File: src/rtl/canvas_write_arbiter_pkg.sv
// Shared canvas types: color encoding, layer numbers and the write-arbiter state set.
package canvas_write_arbiter_pkg;

  localparam int COLOR_WIDTH = 4;
  localparam logic [COLOR_WIDTH-1:0] COLOR_NONE = 4'h0;

  typedef logic [2:0] layer_t;

  typedef enum logic [1:0] {
    ARB_IDLE  = 2'd0,
    ARB_CLEAR = 2'd1,
    ARB_DONE  = 2'd2
  } arb_state_t;

  // Layer numbers are 1-based; zero means "no layer".
  function automatic logic layer_in_range(input layer_t layer, input layer_t max_layer);
    return (layer != 3'd0) && (layer <= max_layer);
  endfunction

endpackage

File: src/rtl/canvas_write_arbiter_raster_counter.sv
// Raster-order (x then y) pixel counter that drives the layer-clear sweep address.
module raster_counter #(
  parameter int WIDTH  = 640,
  parameter int HEIGHT = 480
) (
  input  logic                      clk,
  input  logic                      reset_n,
  input  logic                      clear,
  input  logic                      advance,
  output logic [$clog2(WIDTH)-1:0]  x,
  output logic [$clog2(HEIGHT)-1:0] y,
  output logic                      last
);

  localparam int XW = $clog2(WIDTH);
  localparam int YW = $clog2(HEIGHT);
  localparam logic [XW-1:0] X_MAX = XW'(WIDTH - 1);
  localparam logic [YW-1:0] Y_MAX = YW'(HEIGHT - 1);

  logic [XW-1:0] r_x;
  logic [YW-1:0] r_y;

  // Sweep position: clear has priority, otherwise step one pixel per advance.
  always_ff @(posedge clk or negedge reset_n) begin
    if (!reset_n) begin
      r_x <= '0;
      r_y <= '0;
    end else if (clear) begin
      r_x <= '0;
      r_y <= '0;
    end else if (advance) begin
      if (r_x == X_MAX) begin
        r_x <= '0;
        r_y <= (r_y == Y_MAX) ? '0 : r_y + YW'(1);
      end else begin
        r_x <= r_x + XW'(1);
      end
    end
  end

  assign x    = r_x;
  assign y    = r_y;
  assign last = (r_x == X_MAX) && (r_y == Y_MAX);

endmodule

File: src/rtl/canvas_write_arbiter.sv
// Single write port onto the canvas layers: merges freehand tool pixels with a
// whole-layer clear sweep and steers each write to one canvas via one-hot enable.
module canvas_write_arbiter
  import canvas_write_arbiter_pkg::*;
#(
  parameter int WIDTH      = 640,
  parameter int HEIGHT     = 480,
  parameter int NUM_LAYERS = 4
) (
  input  logic                      clk,
  input  logic                      reset_n,
  input  logic                      tool_valid,
  input  logic [$clog2(WIDTH)-1:0]  tool_x,
  input  logic [$clog2(HEIGHT)-1:0] tool_y,
  input  logic [COLOR_WIDTH-1:0]    tool_color,
  input  layer_t                    tool_layer,
  input  logic [NUM_LAYERS-1:0]     layer_visible,
  input  logic                      clear_req,
  input  layer_t                    clear_layer,
  output logic                      clear_busy,
  output logic                      clear_done,
  output logic                      tool_drop,
  output logic [NUM_LAYERS-1:0]     wr_en,
  output logic [$clog2(WIDTH)-1:0]  wr_x,
  output logic [$clog2(HEIGHT)-1:0] wr_y,
  output logic [COLOR_WIDTH-1:0]    wr_color
);

  localparam int XW = $clog2(WIDTH);
  localparam int YW = $clog2(HEIGHT);
  localparam layer_t        MAX_LAYER = layer_t'(NUM_LAYERS);
  localparam logic [XW:0]   X_LIM     = WIDTH[XW:0];
  localparam logic [YW:0]   Y_LIM     = HEIGHT[YW:0];

  arb_state_t               r_state;
  layer_t                   r_clear_layer;
  logic [NUM_LAYERS-1:0]    r_wr_en;
  logic [XW-1:0]            r_wr_x;
  logic [YW-1:0]            r_wr_y;
  logic [COLOR_WIDTH-1:0]   r_wr_color;
  logic                     r_clear_busy;
  logic                     r_clear_done;
  logic                     r_tool_drop;

  arb_state_t               w_state_nxt;
  logic [NUM_LAYERS-1:0]    w_tool_onehot;
  logic [NUM_LAYERS-1:0]    w_clear_onehot;
  logic                     w_tool_accept;
  logic                     w_clear_start;
  logic                     w_cnt_clear;
  logic                     w_cnt_advance;
  logic [XW-1:0]            w_cnt_x;
  logic [YW-1:0]            w_cnt_y;
  logic                     w_cnt_last;

  raster_counter #(
    .WIDTH  (WIDTH),
    .HEIGHT (HEIGHT)
  ) u_raster_counter (
    .clk     (clk),
    .reset_n (reset_n),
    .clear   (w_cnt_clear),
    .advance (w_cnt_advance),
    .x       (w_cnt_x),
    .y       (w_cnt_y),
    .last    (w_cnt_last)
  );

  // Layer decode; an out-of-range layer number decodes to all-zero.
  always_comb begin
    w_tool_onehot  = '0;
    w_clear_onehot = '0;
    for (int i = 0; i < NUM_LAYERS; i++) begin
      w_tool_onehot[i]  = (tool_layer == layer_t'(i + 1));
      w_clear_onehot[i] = (r_clear_layer == layer_t'(i + 1));
    end
  end

  // The layer being cleared is locked against tool writes until the sweep fully retires.
  always_comb begin
    w_tool_accept = tool_valid
                 && layer_in_range(tool_layer, MAX_LAYER)
                 && (|(w_tool_onehot & layer_visible))
                 && ({1'b0, tool_x} < X_LIM)
                 && ({1'b0, tool_y} < Y_LIM)
                 && !((r_state != ARB_IDLE) && (tool_layer == r_clear_layer));
    w_clear_start = clear_req && layer_in_range(clear_layer, MAX_LAYER);
    w_cnt_clear   = (r_state != ARB_CLEAR);
    w_cnt_advance = (r_state == ARB_CLEAR) && !w_tool_accept;
  end

  // Next-state logic; a stalled cycle never completes the sweep.
  always_comb begin
    w_state_nxt = r_state;
    case (r_state)
      ARB_IDLE: begin
        if (w_clear_start) begin
          w_state_nxt = ARB_CLEAR;
        end else begin
          w_state_nxt = ARB_IDLE;
        end
      end
      ARB_CLEAR: begin
        if (w_cnt_advance && w_cnt_last) begin
          w_state_nxt = ARB_DONE;
        end else begin
          w_state_nxt = ARB_CLEAR;
        end
      end
      ARB_DONE: begin
        w_state_nxt = ARB_IDLE;
      end
      default: begin
        w_state_nxt = ARB_IDLE;
      end
    endcase
  end

  // State register and the latched clear target.
  always_ff @(posedge clk or negedge reset_n) begin
    if (!reset_n) begin
      r_state       <= ARB_IDLE;
      r_clear_layer <= 3'd0;
    end else begin
      r_state <= w_state_nxt;
      if ((r_state == ARB_IDLE) && w_clear_start) begin
        r_clear_layer <= clear_layer;
      end
    end
  end

  // Registered write port: an accepted tool pixel wins, else the sweep writes COLOR_NONE.
  always_ff @(posedge clk or negedge reset_n) begin
    if (!reset_n) begin
      r_wr_en      <= '0;
      r_wr_x       <= '0;
      r_wr_y       <= '0;
      r_wr_color   <= COLOR_NONE;
      r_clear_busy <= 1'b0;
      r_clear_done <= 1'b0;
      r_tool_drop  <= 1'b0;
    end else begin
      r_wr_en      <= '0;
      r_tool_drop  <= tool_valid && !w_tool_accept;
      r_clear_done <= (r_state == ARB_DONE);
      r_clear_busy <= (w_state_nxt != ARB_IDLE);
      if (w_tool_accept) begin
        r_wr_en    <= w_tool_onehot;
        r_wr_x     <= tool_x;
        r_wr_y     <= tool_y;
        r_wr_color <= tool_color;
      end else if (r_state == ARB_CLEAR) begin
        r_wr_en    <= w_clear_onehot;
        r_wr_x     <= w_cnt_x;
        r_wr_y     <= w_cnt_y;
        r_wr_color <= COLOR_NONE;
      end
    end
  end

  assign wr_en      = r_wr_en;
  assign wr_x       = r_wr_x;
  assign wr_y       = r_wr_y;
  assign wr_color   = r_wr_color;
  assign clear_busy = r_clear_busy;
  assign clear_done = r_clear_done;
  assign tool_drop  = r_tool_drop;

endmodule

File: config.mk
export PLATFORM = sky130hd
export DESIGN_NAME = canvas_write_arbiter
export DESIGN_NICKNAME = d
export VERILOG_FILES = /design/src/rtl/canvas_write_arbiter_pkg.sv /design/src/rtl/canvas_write_arbiter_raster_counter.sv /design/src/rtl/canvas_write_arbiter.sv
export SDC_FILE = /design/constraint.sdc
export NUM_CORES = 1
export LEC_CHECK = 0
export ABC_AREA = 0
export CORE_ASPECT_RATIO = 0.5
export CORE_MARGIN = 1
export CORE_UTILIZATION = 35
export CTS_CLUSTER_SIZE = 16
export DETAILED_ROUTE_END_ITERATION = 8
export GPL_TIMING_DRIVEN = 1
export PLACE_DENSITY = 0.67
export SETUP_SLACK_MARGIN = 0.1
export SYNTH_ARGS = -nofsm -noshare
export SYNTH_HDL_FRONTEND = slang
export SYNTH_SLANG_ARGS = --single-unit
File: constraint.sdc
create_clock -name clk -period 2.02 [get_ports clk]
set_clock_uncertainty 0.2 [all_clocks]
set_input_delay 0.303 -clock clk [delete_from_list [all_inputs] [get_ports clk]]
set_output_delay 0.303 -clock clk [all_outputs]
set_load 0.03 [all_outputs]
== Word level (Yosys, flattened, before mapping) ==
Cells that the tools add are included.
Widths: inputs -> output; s select.

* Add/subtract/negate cells: 2
* $lt $le $gt $ge: 4
* Equal/unequal tests: 14
* Muxes and demuxes: 18
* Bitwise gates (word level): 1
* Reduce and logical (&&, ||, !) cells: 26

{| class="wikitable"
|+ Operators by type and width
! operator !! number
|-
| $mux 9 || 6
|-
| $mux 10 || 5
|-
| $mux 4 || 4
|-
| $logic_and 1x1->1 || 14
|-
| $eq 3x2->1 const B || 4
|-
| $add 10x1->10 const B || 1
|-
| $eq 10x10->1 const B || 1
|-
| $lt 10x10->1 const B || 1
|-
| $reduce_bool 2->1 || 5
|-
| $add 9x1->9 const B || 1
|-
| $eq 9x9->1 const B || 1
|-
| $lt 9x9->1 const B || 1
|-
| $eq 3x1->1 const B || 2
|-
| $eq 3x3->1 const B || 2
|-
| $le 3x3->1 const B || 2
|-
| $reduce_bool 3->1 || 2
|-
| $and 4x4->4 || 1
|-
| $pmux 2 s2 || 1
|-
| $reduce_or 4->1 || 1
|-
| $eq 3x3->1 || 1
|-
| $eq 2x1->1 const B || 1
|-
| $eq 2x2->1 const B || 1
|-
| $logic_not 1->1 || 2
|-
| $logic_not 2->1 || 1
|-
| other kinds (4) || 4
|}

* Flip-flop bits (word level): 54
* Bits of input ports: 37
* Output and inout port bits: 30
* Logic and storage cells: 76

== Longest topological paths before layout ==
* Depth after elaboration: 13
* Mapped depth: 9
* Depth with buffers taken out: 6

== Cells and area by module ==
From an unflattened synthesis, not the netlist that was laid out.

* Cell total of the unflattened synthesis: 236
* Area total of the unflattened synthesis: 2865.2 um^2

{| class="wikitable"
|+ Modules (own cells, without submodules)
! module !! times used !! cells an instance !! area an instance (um^2) !! sequential area each (um^2)
|-
| canvas_write_arbiter || 1 || 133 || 1825.5 || 875.8
|-
| raster_counter || 1 || 103 || 1039.7 || 475.5
|}

== Worst setup path after synthesis ==
No wires, ideal clock.

* Path type: flip-flop to flip-flop
* From: register u_raster_counter.r_x[0], in the netlist u_raster_counter.x[0]
* To: register u_raster_counter.r_y[7], in the netlist u_raster_counter.y[7]
* Library setup time: 0.078 ns
* Arrival time: 1.903 ns
* Required time: 1.742 ns
* Setup slack: -0.161 ns
* Stages on the path, launching flop included: 9
* Path buffers: 2
* Clock period less this slack: 2.181 ns
* Cells stage by stage: dfrtp_1 ha_1 and2_0 and4_1 clkbuf_1 o31ai_1 buf_2 or3_1 a21oi_1

* Longest elaborated chain between the ends: 3

{| class="wikitable"
|+ RTL lines
! item !! line !! RTL
|-
| from (decl) || canvas_write_arbiter_raster_counter.sv:20 || <nowiki>logic [XW-1:0] r_x;</nowiki>
|-
| from (signal assigned) || canvas_write_arbiter_raster_counter.sv:36 || <nowiki>r_x <= r_x + XW'(1);</nowiki>
|-
| $eq 10x10->1 || canvas_write_arbiter_raster_counter.sv:32 || <nowiki>if (r_x == X_MAX) begin</nowiki>
|-
| $reduce_bool 2->1 (no line) || -- ||
|-
| $reduce_and 2->1 (no line) || -- ||
|-
| to (signal assigned) || canvas_write_arbiter_raster_counter.sv:34 || <nowiki>r_y <= (r_y == Y_MAX) ? '0 : r_y + YW'(1);</nowiki>
|-
| to (decl) || canvas_write_arbiter_raster_counter.sv:21 || <nowiki>logic [YW-1:0] r_y;</nowiki>
|}

No other way between the ends.
A chain may end at the register's enable or synchronous reset.

== Final worst setup path ==
* From: register u_raster_counter.r_x[1], in the netlist u_raster_counter.x[1]
* To: register u_raster_counter.r_y[3], in the netlist u_raster_counter.y[3]

The elaborated chain is that of the path after synthesis.

==> impl_metrics.toml <==
[run_status]
status = "finished with violations"
violations = "design-rule violations, negative setup slack"

[worst_setup_path]
reg2regPathDepth = 7
r2r_start = "u_raster_counter.x[1]"
cp_slowest_stage_delay_ns = 0.41
endpoint_kind = "flip-flop"
reg2reg_to = "u_raster_counter.y[3]"
crit_arrival_ns = 2.16
endpoint = "u_raster_counter.y[3]"
critPathSlowestCell = "dfrtp_1"
path_buf_inv = 1
crit_fanout = 7
cp.required_ns = 2.04
worstSetupPathDepth = 7
cpLargestDelayFamily = "simple AND/OR/NAND/NOR gates"
cp_cell_sequence = "ha_2, and2_4, and4_4, o31ai_4, buf_6, or4_4, a21oi_2"
rrSetupSlack_ns = -0.12
criticalPathCategory = "reg -> reg"
startpoint = "u_raster_counter.x[1]"
startpoint_type = "flip-flop"

[pwr]
comb_power_share = 0.343
internal_power_uw = 2680
seqPwrFrac = 0.364
leakage_uw = 0.00186
total_power_uw = 3900
ir_worst_vdd_uv = 375
clockPowerShare = 0.293
p_sw_uw = 1220
p_sw_frac = 0.313
power.density_nw_per_um2 = 860

[clock_network]
clk_pin_slew_ns = 0.07
cts_tree = "done"
cts_num_sinks = 54
clock_latency_ns = 0.30
numCtsBuffers = 5
cts_root_buf = "clkbuf_16"
clock_path_buffers = 2
htree_levels = 2

[yosys]
synth.top_cells.by_area = "dfrtp_1 (51%), nand2_1 (8.2%), a31oi_1 (5.0%)"
yosysSeqAreaShare = 0.509
synth.most_common_cell = "nand2_1"
yosysTopAreaCell = "dfrtp_1"
synth-edff-count = 0
synthDistinctLibCells = 44
synth_top_area_frac = 0.509
synthFlopType = "dfrtp_1"
syn_nets = 333
synth_common_cells = "nand2_1 (58), dfrtp_1 (54), nor2_1 (30), a31oi_1 (21), clkbuf_1 (13)"
synth_seq_cells = 54
async_flop_share = 1.00
postSynthCellCount = 293
yosysWarnings = 0
netlist_area_um2 = 2650
syn_area_per_cell_um2 = 9.06

[routing]
ant_nets = 0
drt-pass1-iter-count = 7
wl_um = 8570
drcViolationCount = 6
vias = 2749
vias_per_cell = 5.54
wl_per_cell_um = 17.3
drt_iter0_markers = 188

[finish]
fin_nets = 439
drive_above_1_share = 0.350
fill_cells = 582
fin_util = 0.619
syn_to_final_growth_pct = 70.7
diodes = 0

[sta]
setup_violations = 7
tightest_slew_ns = 0.686
fin_crit_ns = 2.14
fin_crit_sh = 1.06
relSlewSlack = 0.538
fin_hold_ws_ns = 0.106
rsz0062_at_grt = "true"
hold_viol = 0
fmax_mhz = 468
drv_slew = 0
fin_ws_ns = -0.117

[hold_path]
hold_path.class = "in -> reg"
hold_start = "tool_x[7]"

[place]
dp_slack_ns = -0.790
gp_congestion = 0.791
port_buffers = 66
dpl.hpwl_um = 5320

[grt]
grt_pass1_vias = 2614
grt_usage = 0.199
grt_max_degree = 42
antenna_found_initial = 1
grt_overflow_total = 0
grt_pass1_wl_um = 12400

[floorplanning]
dieArea_um2 = 7960
io_pins = 67
die_w_um = 125
initial_core_util = 0.362
rows = 22
core_area_um2 = 7320
die_y_um = 63.6

[job]
cap_violations = 0
==> sequential cells by signal, indices dropped and copies added, names as in the netlist <==
register and count:
wr_color 4, u_raster_counter.y 9, clear_done 1, wr_x 10, wr_en 4, wr_y 9, r_state 2, u_raster_counter.x 10
tool_drop 1, clear_busy 1, r_clear_layer 3
==> how the worst min path moves through the flow <==
stage,end,depth (start not counted),slack [ns]
2_1_floorplan,clear_busy,0,-0.19
4_1_cts,wr_en[2],3,0.22
6_report,wr_x[7],3,0.11
5_1_grt,wr_x[7],3,0.11
3_5_place_dp,wr_y[1],1,0.11
3_3_place_gp,wr_y[1],1,0.11
==> layout make-up <==
type,count,area (um2),area share
Clock buffer,6,139,0.0307
Multi-Input combinational cell,217,1600,0.354
Timing Repair Buffer,120,1250,0.276
Clock inverter,2,60.1,0.0133
Inverter,1,3.75,0.000828
Sequential cell,54,1350,0.299
Tap cell,96,120,0.0265
==> timing repair <==
action	in CTS	in global routing
pin swaps	13	26
hold endpoints to repair	19	0
setup endpoints to repair	49	44
resized for setup	46	84
buffers inserted	1	3
cloned	1	5
hold buffers	1	0
==> cell families after synthesis <==
| logic type | share of synthesized area |
|---|---|
| xor+xnor | 0.0165 |
| compound gates | 0.138 |
| mux | 0.0222 |
| buf+inv | 0.0358 |
| simple gates | 0.265 |
| fa+ha+maj | 0.0141 |
| flops | 0.509 |
==> routing by layer <==
layer | wire, um | vias up | global-route usage
li1 | - | 1262 | -
met1 | 3640 | 1357 | 0.247
met2 | 4220 | 107 | 0.353
met3 | 521 | 23 | 0.0484
met4 | 189 | 0 | 0.0427
met5 | 0 | - | 0
==> cells in the final DEF, fill, tap and decap left out, types with 4 or more instances in the layout <==
cell,count
dlygate4sd2_1,6
clkdlybuf4s50_1,52
nor2_1,10
buf_6,6
a31oi_2,7
dfrtp_1,53
o21ai_0,5
o21ai_1,8
buf_4,34
clkbuf_16,10
nor2_4,19
a31oi_1,12
nand3_1,7
nand3_2,5
nand4_1,7
nand2_1,55
buf_12,7
and2_1,4
a21oi_2,9
==> through the flow <==
stage | cells | setup TNS, ns | cell area (um2)
finish | 496 | -0.409 | 4530
global route | 496 | -1.15 | 4530
floorplan | 293 | -0.0674 | 2730
CTS | 488 | -0.0960 | 4060
detailed placement | 477 | -32.16 | 3770
global placement | 477 | -28.32 | 3770
==> worst register-to-register path: stages, from the launching register on <==
cell and delay [ns]:
dfrtp_1 0.41, ha_2 0.23, and2_4 0.15, and4_4 0.30
o31ai_4 0.10, buf_6 0.13, or4_4 0.41, a21oi_2 0.13
==> power by group through the flow <==
stage / Combinational, uW / Sequential, uW / Clock [uW]
CTS: 1200 / 1400 / 1140
detailed placement: 1190 / 1420 / 0
floorplan: 415 / 1640 / 0
global placement: 1150 / 1410 / 0
finish: 1340 / 1420 / 1140
global route: 1430 / 1440 / 1210
(Power assumes the default switching activity.)
